<file path="config.mk">
export PLATFORM = sky130hd
export DESIGN_NAME = aes_mixcol_arb
export DESIGN_NICKNAME = d
export VERILOG_FILES = /design/src/rtl/aes_mixcol_arb.sv
export SDC_FILE = /design/constraint.sdc
export NUM_CORES = 1
export LEC_CHECK = 0
export CAP_MARGIN = 10
export CORE_AREA = 2 2 358 360
export CTS_CLUSTER_DIAMETER = 80
export DETAILED_ROUTE_END_ITERATION = 16
export DIE_AREA = 0 0 360 362
export GPL_ROUTABILITY_DRIVEN = 1
export PLACE_DENSITY = 0.33
export REMOVE_ABC_BUFFERS = 1
export SETUP_SLACK_MARGIN = 0.02
export SLEW_MARGIN = 5
export SYNTH_ARGS = -nofsm -noshare
export SYNTH_HDL_FRONTEND = slang
export SYNTH_SLANG_ARGS = --single-unit
</file>
<file path="constraint.sdc">
create_clock -name clk -period 2 [get_ports clk]
set_clock_uncertainty 0.2 [all_clocks]
set_input_delay 0.4 -clock clk [delete_from_list [all_inputs] [get_ports clk]]
set_output_delay 0.4 -clock clk [all_outputs]
set_load 0.02 [all_outputs]
</file>
<file path="src/rtl/aes_mixcol_arb.sv">
`default_nettype none
// ============================================================================
// Module   : aes_mixcol_arb
// Purpose  : Round-robin arbiter sharing one forward and one inverse AES
//            MixColumns unit between an encrypt and a decrypt requester.
//            One operation in flight; IDLE -> ISSUE -> WAIT -> RESP.
// Revision : 1.0 - initial release
// ============================================================================
module aes_mixcol_arb #(
  parameter int MIX_LAT = 1
) (
  input  logic         clk,
  input  logic         rst_n,
  // forward (encrypt) requester
  input  logic         req0_valid,
  output logic         req0_ready,
  input  logic [127:0] req0_data,
  output logic         rsp0_valid,
  input  logic         rsp0_ready,
  output logic [127:0] rsp0_data,
  // inverse (decrypt) requester
  input  logic         req1_valid,
  output logic         req1_ready,
  input  logic [127:0] req1_data,
  output logic         rsp1_valid,
  input  logic         rsp1_ready,
  output logic [127:0] rsp1_data,
  // shared column-mix units
  output logic [127:0] mix_in,
  output logic         fwd_en,
  output logic         inv_en,
  input  logic [127:0] fwd_out,
  input  logic [127:0] inv_out,
  output logic         busy
);

  typedef enum logic [1:0] {
    S_IDLE  = 2'd0,
    S_ISSUE = 2'd1,
    S_WAIT  = 2'd2,
    S_RESP  = 2'd3
  } state_t;

  // Last WAIT count value before the unit output is valid.
  localparam logic [2:0] c_LAT_LAST = 3'(MIX_LAT - 1);

  state_t       r_state;
  logic [2:0]   r_cnt;
  logic [127:0] r_mix_in;
  logic [127:0] r_result;
  logic         r_last;      // channel granted most recently
  logic         r_chan;      // channel of the operation in flight
  logic         r_fwd_en;
  logic         r_inv_en;
  logic         r_rsp0_valid;
  logic         r_rsp1_valid;

  logic w_idle;
  logic w_gnt;
  logic w_rdy0;
  logic w_rdy1;
  logic w_acc;
  logic w_rsp_hs;

  // Grant: a lone requester wins; on a tie the one not granted last wins.
  assign w_idle   = (r_state == S_IDLE);
  assign w_gnt    = (req0_valid && req1_valid) ? ~r_last : req1_valid;
  assign w_rdy0   = w_idle && req0_valid && !w_gnt;
  assign w_rdy1   = w_idle && req1_valid &&  w_gnt;
  assign w_acc    = w_rdy0 || w_rdy1;
  assign w_rsp_hs = (r_rsp0_valid && rsp0_ready) || (r_rsp1_valid && rsp1_ready);

  // Readys are gated by rst_n so every output reads 0 while reset is held.
  assign req0_ready = w_rdy0 && rst_n;
  assign req1_ready = w_rdy1 && rst_n;
  assign rsp0_valid = r_rsp0_valid;
  assign rsp1_valid = r_rsp1_valid;
  assign rsp0_data  = r_rsp0_valid ? r_result : 128'd0;
  assign rsp1_data  = r_rsp1_valid ? r_result : 128'd0;
  assign mix_in     = r_mix_in;
  assign fwd_en     = r_fwd_en;
  assign inv_en     = r_inv_en;
  assign busy       = (r_state != S_IDLE);

  // Operation sequencer: accept, pulse the unit enable, wait out the unit
  // latency, capture the result and hold it until the response handshake.
  always_ff @(posedge clk or negedge rst_n) begin
    if (!rst_n) begin
      r_state      <= S_IDLE;
      r_cnt        <= 3'd0;
      r_mix_in     <= 128'd0;
      r_result     <= 128'd0;
      r_last       <= 1'b1;
      r_chan       <= 1'b0;
      r_fwd_en     <= 1'b0;
      r_inv_en     <= 1'b0;
      r_rsp0_valid <= 1'b0;
      r_rsp1_valid <= 1'b0;
    end else begin
      r_fwd_en <= 1'b0;
      r_inv_en <= 1'b0;
      case (r_state)
        S_IDLE: begin
          if (w_acc) begin
            r_mix_in <= w_gnt ? req1_data : req0_data;
            r_chan   <= w_gnt;
            r_last   <= w_gnt;
            r_fwd_en <= !w_gnt;
            r_inv_en <= w_gnt;
            r_state  <= S_ISSUE;
          end
        end
        S_ISSUE: begin
          r_cnt   <= 3'd0;
          r_state <= S_WAIT;
        end
        S_WAIT: begin
          if (r_cnt == c_LAT_LAST) begin
            r_result     <= r_chan ? inv_out : fwd_out;
            r_rsp0_valid <= !r_chan;
            r_rsp1_valid <= r_chan;
            r_state      <= S_RESP;
          end else begin
            r_cnt <= r_cnt + 3'd1;
          end
        end
        S_RESP: begin
          if (w_rsp_hs) begin
            r_rsp0_valid <= 1'b0;
            r_rsp1_valid <= 1'b0;
            r_state      <= S_IDLE;
          end
        end
        default: r_state <= S_IDLE;
      endcase
    end
  end

endmodule
`default_nettype wire

</file>
; ---- Yosys cells after proc, flatten, opt, wreduce, memory -nomap -nowiden
; Index checks and enable logic that the tools add are counted.
[word_totals]
input_bits = 518
word_cells = 62
ff_bits = 267
[classes]
n_reduce_logical = 23
addsub = 1
n_eq_ne = 7
bitwise = 1
mux = 20
[op_table]
columns = operator, n
row1 = $mux 128, 4
row2 = $logic_and 1x1->1, 9
row3 = $mux 1, 8
row4 = $pmux 2 s4, 1
row5 = $mux 2, 3
row6 = $ne 2x2->1 const B, 3
row7 = $pmux 3 s2, 1
row8 = $reduce_and 2->1, 3
row9 = $reduce_and 3->1, 2
row10 = $reduce_bool 2->1, 3
row11 = $eq 2x2->1 const B, 2
row12 = $pmux 1 s2, 2
row13 = $add 3x1->3 const B, 1
row14 = $logic_not 3->1, 1
row15 = $mux 3, 1
row16 = $eq 2x1->1 const B, 1
row17 = $logic_not 1->1, 2
row18 = $logic_not 2->1, 1
row19 = $logic_or 1x1->1, 2
row20 = $ne 2x1->1 const B, 1
row21 = $not 1->1, 1

; ---- Depth between registers and ports, before layout
; Gate-level depths: netlist of the first run.
[logic_depth]
ltp_word = 7
ltp_mapped = 9
mapped_depth_nobuf = 5

; ---- Least setup slack after synthesis of the first run
; Ideal clock, no wire load.
[synth_timing]
kind = flip-flop to output port
from = register r_state[0]
to = output port req0_ready
slack_ns = -0.049
n_path_buf = 2
arrival_ns = 1.449
stages_incl_launch_ff = 7
path_cell_list = dfrtp_1 inv_1 ha_1 and2_4 buf_6 clkbuf_1 and3_1
[synth_between]
elab_chain_cells = 4
[synth_rtl]
columns = item, line
row1 = start: declaration, 47  ; state_t r_state;
row2 = start signal: assignment, 89  ; r_state <= S_IDLE;
row3 = start signal: assignment, 110  ; r_state <= S_ISSUE;
row4 = start signal: assignment, 115  ; r_state <= S_WAIT;
row5 = $logic_not 2->1, 66  ; assign w_idle = (r_state == S_IDLE);
row6 = $logic_and 1x1->1 (2 in a row), 68  ; assign w_rdy0 = w_idle && req0_valid && !w_gnt;
row7 = $logic_and 1x1->1, 74  ; assign req0_ready = w_rdy0 && rst_n;
row8 = end: declaration, 16  ; output logic req0_ready,
; No other way between the ends.

; ---- Worst setup path in the final report of the first run
[layout_timing]
from = register r_state[1]
to = output port req1_ready
[layout_between]
elab_chain_cells = 4
[layout_rtl]
columns = item, line
row1 = $logic_not 2->1, 66
row2 = $logic_and 1x1->1 (2 in a row), 69  ; assign w_rdy1 = w_idle && req1_valid && w_gnt;
row3 = $logic_and 1x1->1, 75  ; assign req1_ready = w_rdy1 && rst_n;
row4 = end: declaration, 23  ; output logic req1_ready,
; No other way between the ends.

==> flow_metrics.tcl, run 1 <==
set metrics [dict create \
    synth.cell_area_um2 13800 \
    routed_wirelength_um 102000 \
    detailed_route_wire_length_per_cell_um 25.1 \
    num_rows 131 \
    worstReg2RegEnd "r_state[1]" \
    drt_first_pass_iters 5 \
    clkLatencyLatePin_ps 590 \
    final-instance-count-excl-fill 4081 \
    worst-endpoint-arrival_ps 1960 \
    layout_setup_ws_ps -556 \
    leakage_nw 14.0 \
    top_layer "met5" \
    first_global_vias 15901 \
    critical_path_cell_with_the_highest_stage_delay "sky130_fd_sc_hd__dfrtp_1" \
    fin_nets 2906 \
    flip_flop_cell_with_the_highest_count_after_synthesis "sky130_fd_sc_hd__dfrtp_1" \
    remaining_drc_errors 0 \
    max-slew-margin-rel 0.559 \
    timing.critical_path.required_ps 1400 \
    cts_inserted_buffers 41 \
    critical_path_class "flop to output pin" \
    dieWidth_um 360 \
    min_path_type "primary input to flop" \
    estimated_wirelength_of_the_detail_placed_design_um 77300 \
    report.power.total_mw 44.3 \
    cts_tree "built" \
    max_freq_mhz 391 \
    hold_violations 0 \
    grt_max_degree 89 \
    worstHoldStart "req1_data[22]" \
    critical_path.endpoint_type "output pin" \
    period_needed_ps 2560 \
    final_min_period_over_clock_period 1.28 \
    post_route_cells_drive_above_1_share 0.321 \
    post-synth-top-area-fraction 0.482 \
    met3RoutedLength_um 7700 \
    dieHeight_um 362 \
    cts.sinks 267 \
    flow.area_growth_from_synthesis_pct 117 \
    ff2ff_setup_slack_ps -360 \
    cap_violations 0 \
    crit_fanout 2 \
    grt_overflow_total 0 \
    hold_slack_ps 218 \
    cts_buffer_depth 3 \
    area_enclosed_by_the_die_boundary_um2 130000 \
    numPortBuffers 908 \
    grt_first_pass_wirelength_um 133000 \
    fp.coreArea_um2 127000 \
    syn-mean-instance-area_um2 10.3 \
    setup_viol 437 \
    root_buffer "sky130_fd_sc_hd__clkbuf_16" \
    r2r_start "rsp0_valid" \
    timing.hold.worst_endpoint "mix_in[22]" \
    slew_violations 0 \
    starting_utilization_of_the_core_area 0.109 \
    ios 909 \
    synth_area_leader_cell "sky130_fd_sc_hd__dfrtp_1" \
    detailedRoute.firstIterationViolations 634 \
    postSynth.asyncResetShare 1.00 \
    total_track_usage 0.144 \
    outcome "finished with violations" \
    seq_area_frac_synth 0.484 \
    synth_seq_cells 267 \
    grt_setup_unrepaired "true" \
    synthesis.instances 1340 \
    clkSlewWorstSetupHoldPaths_ps 60 \
    failed_checks "negative setup slack" \
    ys.warnings.count 0 \
    routabilityCongestion 0.810 \
    numPlacedInstances 3916 \
    htreeDepth 2 \
    antenna_found_initial 26 \
    detail_route.vias_per_cell 3.69 \
    min_path_cells 2 \
    synth_enable_flop_cells 0 \
    layout_commonest_cell "sky130_fd_sc_hd__clkdlybuf4s50_1" \
    power_density_nw_per_um2 1480 \
    worst_slew_pin_slew_ps 643 \
    cell_chain_of_the_critical_path "inv_2, ha_4, buf_6, nand2_4, a21oi_4, buf_12, and2_4, buf_12" \
    worst_setup_path_start_kind "flop" \
    final_core_util 0.236 \
    worst_ir_drop_vdd_v 0.000492 \
    distinct_cell_type_count_after_synthesis 32 \
    met2_routed_wirelength_um 52000 \
    worst_slack_placed_ps -632 \
    crit_path_frequent_cell "sky130_fd_sc_hd__buf_12" \
    drt.antenna.violating_nets 0 \
    r2r.worst_path.cells 9 \
    routedLengthMet1_um 40700 \
    routed_via_count 15044 \
    ys_top_cells_by_area "sky130_fd_sc_hd__dfrtp_1 (48%), sky130_fd_sc_hd__and2_1 (12%), sky130_fd_sc_hd__a221o_1 (9.3%)" \
    cp_slowest_stage_delay_ps 380 \
    layout.cells.most_common_list "sky130_fd_sc_hd__clkdlybuf4s50_1 (571), sky130_fd_sc_hd__dfrtp_1 (263), sky130_fd_sc_hd__buf_6 (205), sky130_fd_sc_hd__and2_4 (199)" \
]
==> worst max-delay path: cells and delay by family, from the launching register on <==
kind / cells / cell delay [ps]
adder cells (fa/ha/maj): 1 / 160
AO/OA/AOI/OAI: 1 / 150
AND/OR/NAND/NOR: 2 / 210
flip-flops: 1 / 380
buffers and inverters: 4 / 450
==> timing repair <==
action,CTS,global route
buffers inserted,23,29
pin swaps,3,26
hold buffers,1,0
endpoints found under the hold margin,150,0
cloned,12,26
resized for setup,779,653
setup endpoints to repair,534,625
==> where the power goes <==
part / internal, mW / switching [mW]
clock network: 4.31 / 2.98
registers: 8.09 / 2.43
logic: 13.6 / 12.9
total: 26.0 / 18.3
==> flip-flops by register name, indices dropped and copies added (netlist names) <==
name        flops
r_chan          1
mix_in        128
r_state         2
inv_en          1
rsp1_valid      1
r_cnt           3
r_last          1
r_result      128
fwd_en          1
rsp0_valid      1
==> cells by family (layout without fill, tap and decap cells) <==
group / count (synthesis) / after routing / synth area share
AOI/OAI and AO/OA: 273 / 273 / 0.147
other: 0 / 8 / 0
buffers and inverters: 136 / 1207 / 0.0532
and+or+nand+nor: 528 / 528 / 0.216
adders and majority gates: 6 / 6 / 0.00543
muxes: 130 / 130 / 0.0943
DFF: 267 / 267 / 0.484
==> per-layer routing <==
metal  vias up  GRT usage
li1       6871          -
met1      7402      0.166
met2       671      0.260
met3        98     0.0480
met4         2     0.0267
met5         -          0
==> per-stage QoR <==
stage               area [um2]  TNS [ps]
floorplan                13100  -1101940
global placement         26200    -89420
detailed placement       26200    -84450
CTS                      27800   -183740
global route             29900   -173900
finish                   30000   -141590
==> how the worst max path moves through the flow <==
stage,cells after the start,slack (ps),to,startpoint
after floorplan,5,-3740,r_cnt[0],r_state[0]
after global placement,5,-660,req1_ready,req1_valid
after detailed placement,5,-630,mix_in[31],req1_valid
after CTS,6,-650,rsp1_data[98],rsp1_valid
after global routing,8,-640,req1_ready,r_state[1]
final,8,-560,req1_ready,r_state[1]
==> cells in the mapped netlist (all sizes together) (2+ instances only) <==
| cell type | count |
|---|---|
| dfrtp | 266 |
| and2 | 259 |
| o21ai | 131 |
| nand2 | 130 |
| a221o | 129 |
| and3 | 129 |
| mux2i | 129 |
| buf | 67 |
| clkbuf | 61 |
| inv | 8 |
| ha | 6 |
| a21oi | 5 |
| o22ai | 3 |
| a21o | 2 |
| nand2b | 2 |
| nand3 | 2 |
| nor2 | 2 |
==> final cells by class <==
cell class	instances	area, um2
fillers	13624	96700
diodes	8	20.0
inverters	8	32.5
clock buffers	63	1210
well taps	1662	2080
flip-flops and latches	267	6690
clock inverters	9	115
repair buffers	1127	12800
multi-input cells	937	6980
No activity file was read; power rests on OpenSTA's default activity.
==> inputs of run 2 (changes only) <==
--- a/config.mk
+++ b/config.mk
@@ -5,9 +5,10 @@
 export SDC_FILE = /design/constraint.sdc
 export NUM_CORES = 1
 export LEC_CHECK = 0
-export CAP_MARGIN = 10
+export CAP_MARGIN = 25
 export CORE_AREA = 2 2 358 360
 export CTS_CLUSTER_DIAMETER = 80
+export CTS_CLUSTER_SIZE = 20
 export DETAILED_ROUTE_END_ITERATION = 16
 export DIE_AREA = 0 0 360 362
 export GPL_ROUTABILITY_DRIVEN = 1
==> constraint.sdc (replaced) <==
create_clock -name clk -period 2 [get_ports clk]
set_clock_uncertainty 0.2 [all_clocks]
set_input_delay 0.4 -clock clk [delete_from_list [all_inputs] [get_ports clk]]
set_output_delay 0.4 -clock clk [all_outputs]
set_load 0.005 [all_outputs]
==> run 2 against run 1 <==
  * The flow still finishes with violations (negative setup slack)
  * Via count down 1.3%
  * Final cell count down 0.39%
  * Sequential share of layout area up 1.2 points
  * Global-route usage down 0.094 points
  * Sequential power about the same
  * Routed wire length down 4.4%
  * Largest power group unchanged
==> flow_metrics.tcl, run 2 (synthesized netlist as in run 1, its figures left out) <==
set metrics [dict create \
    setup_viol 442 \
    grt_overflow_total 0 \
    final_core_util 0.225 \
    grt_setup_unrepaired "true" \
    timing.critical_path.required_ps 1400 \
    final_min_period_over_clock_period 1.31 \
    crit_fanout 7 \
    root_buffer "sky130_fd_sc_hd__clkbuf_16" \
    r2r_start "r_state[0]" \
    drt.antenna.violating_nets 0 \
    grt_max_degree 110 \
    cts_tree "built" \
    multi_input_area_um2 6960 \
    worst_ir_drop_vdd_v 0.000780 \
    layout.area.seq_um2 6700 \
    leakage_nw 13.2 \
    ff2ff_setup_slack_ps -130 \
    num_rows 131 \
    flow.area_growth_from_synthesis_pct 106 \
    hold_violations 0 \
    final_design_area_no_fill_um2 28500 \
    cap_violations 0 \
    power_density_nw_per_um2 1330 \
    met2_routed_wirelength_um 48500 \
    detailedRoute.firstIterationViolations 685 \
    ios 909 \
    period_needed_ps 2620 \
    grt_first_pass_wirelength_um 132000 \
    top_layer "met5" \
    starting_utilization_of_the_core_area 0.109 \
    layout_commonest_cell "sky130_fd_sc_hd__clkdlybuf4s50_1" \
    worst_slew_pin_slew_ps 780 \
    met3RoutedLength_um 7940 \
    slew_violations 0 \
    drt_first_pass_iters 5 \
    max_freq_mhz 382 \
    htreeDepth 1 \
    max-slew-margin-rel 0.480 \
    cts.sinks 267 \
    routed_via_count 14852 \
    failed_checks "negative setup slack" \
    layout_setup_ws_ps -615 \
    r2r.worst_path.cells 9 \
    layout.cells.most_common_list "sky130_fd_sc_hd__clkdlybuf4s50_1 (522), sky130_fd_sc_hd__dfrtp_1 (256), sky130_fd_sc_hd__buf_6 (231), sky130_fd_sc_hd__and2_4 (198)" \
    numPortBuffers 908 \
    numPlacedInstances 3903 \
    routedLengthMet1_um 38700 \
    routed_wirelength_um 97900 \
    worst_slack_placed_ps -845 \
    clkSlewWorstSetupHoldPaths_ps 80 \
    timing.critical_path.from "rsp1_valid" \
    first_global_vias 15712 \
    num-fill-cells 13795 \
    cts_inserted_buffers 30 \
    remaining_drc_errors 0 \
    final-instance-count-excl-fill 4065 \
    estimated_wirelength_of_the_detail_placed_design_um 76000 \
    critical_path_class "flop to output pin" \
    detail_route.vias_per_cell 3.65 \
    clkLatencyLatePin_ps 630 \
    detailed_route_wire_length_per_cell_um 24.1 \
    dieWidth_um 360 \
    worst_setup_path_start_kind "flop" \
    post_route_cells_drive_above_1_share 0.315 \
    worst-endpoint-arrival_ps 2020 \
    cts_buffer_depth 3 \
    worstReg2RegEnd "mix_in[18]" \
    dieHeight_um 362 \
    area_enclosed_by_the_die_boundary_um2 130000 \
    capturing_instance_or_port_of_the_critical_path "rsp1_data[1]" \
    fp.coreArea_um2 127000 \
    total_track_usage 0.144 \
    placed_cell_area_um2 25600 \
    antenna_found_initial 30 \
    critical_path.endpoint_type "output pin" \
    min_path_type "primary input to async pin" \
    fin_nets 2891 \
    outcome "finished with violations" \
    routabilityCongestion 0.790 \
]
-- run 2: stage by stage --
step                      hold slack [ps]  setup TNS (ps)  power (mW)
after CTS                            52.7         -144850        37.5
final                                54.4         -123990        37.8
after floorplan                     -95.6        -1049460        15.5
after detailed placement             17.5          -69700        29.5
after global routing                 42.2         -158550        40.5
after global placement               17.3          -65340        29.4
-- run 2: layer usage --
| metal | GRT usage | up-vias |
|---|---|---|
| li1 | - | 6845 |
| met1 | 0.164 | 7245 |
| met2 | 0.251 | 660 |
| met3 | 0.0485 | 100 |
| met4 | 0.0454 | 2 |
| met5 | 0 | - |
-- run 2: worst min-delay path by stage --
stage	startpoint	to	cells past startpoint
floorplan	rst_n	fwd_en	0
finish	rst_n	mix_in[71]	2
detailed placement	rst_n	mix_in[2]	1
global placement	rst_n	mix_in[2]	1
CTS	rst_n	mix_in[71]	2
global route	rst_n	mix_in[71]	2
-- run 2: report_power, final --
part / switching, mW / total [mW] / internal (mW)
sequential: 2.51 / 10.6 / 8.08
combinational: 9.35 / 21.2 / 11.9
clock: 2.98 / 5.96 / 2.98
-- run 2: repair_timing --
action	4_1_cts	5_1_grt
resized for setup	1286	326
hold buffers	1	0
setup buffers	69	21
gates cloned	13	2
pin swaps	7	2
setup endpoints to repair	523	500
endpoints found under the hold margin	237	0
-- run 2: final cells by class --
type                            count  share of cell area
Clock inverter                     25             0.00865
Timing Repair Buffer             1123               0.409
Inverter                            8             0.00105
Tap cell                         1662              0.0730
Sequential cell                   267               0.235
Multi-Input combinational cell    937               0.244
Clock buffer                       31              0.0272
Antenna cell                       12             0.00105
-- run 2: critical path: stages, from the launching register on --
cell and delay (ps):
sky130_fd_sc_hd__dfrtp_4 520, sky130_fd_sc_hd__buf_12 170, sky130_fd_sc_hd__buf_12 160, sky130_fd_sc_hd__buf_12 150
sky130_fd_sc_hd__buf_8 130, sky130_fd_sc_hd__and2_4 130, sky130_fd_sc_hd__buf_6 110
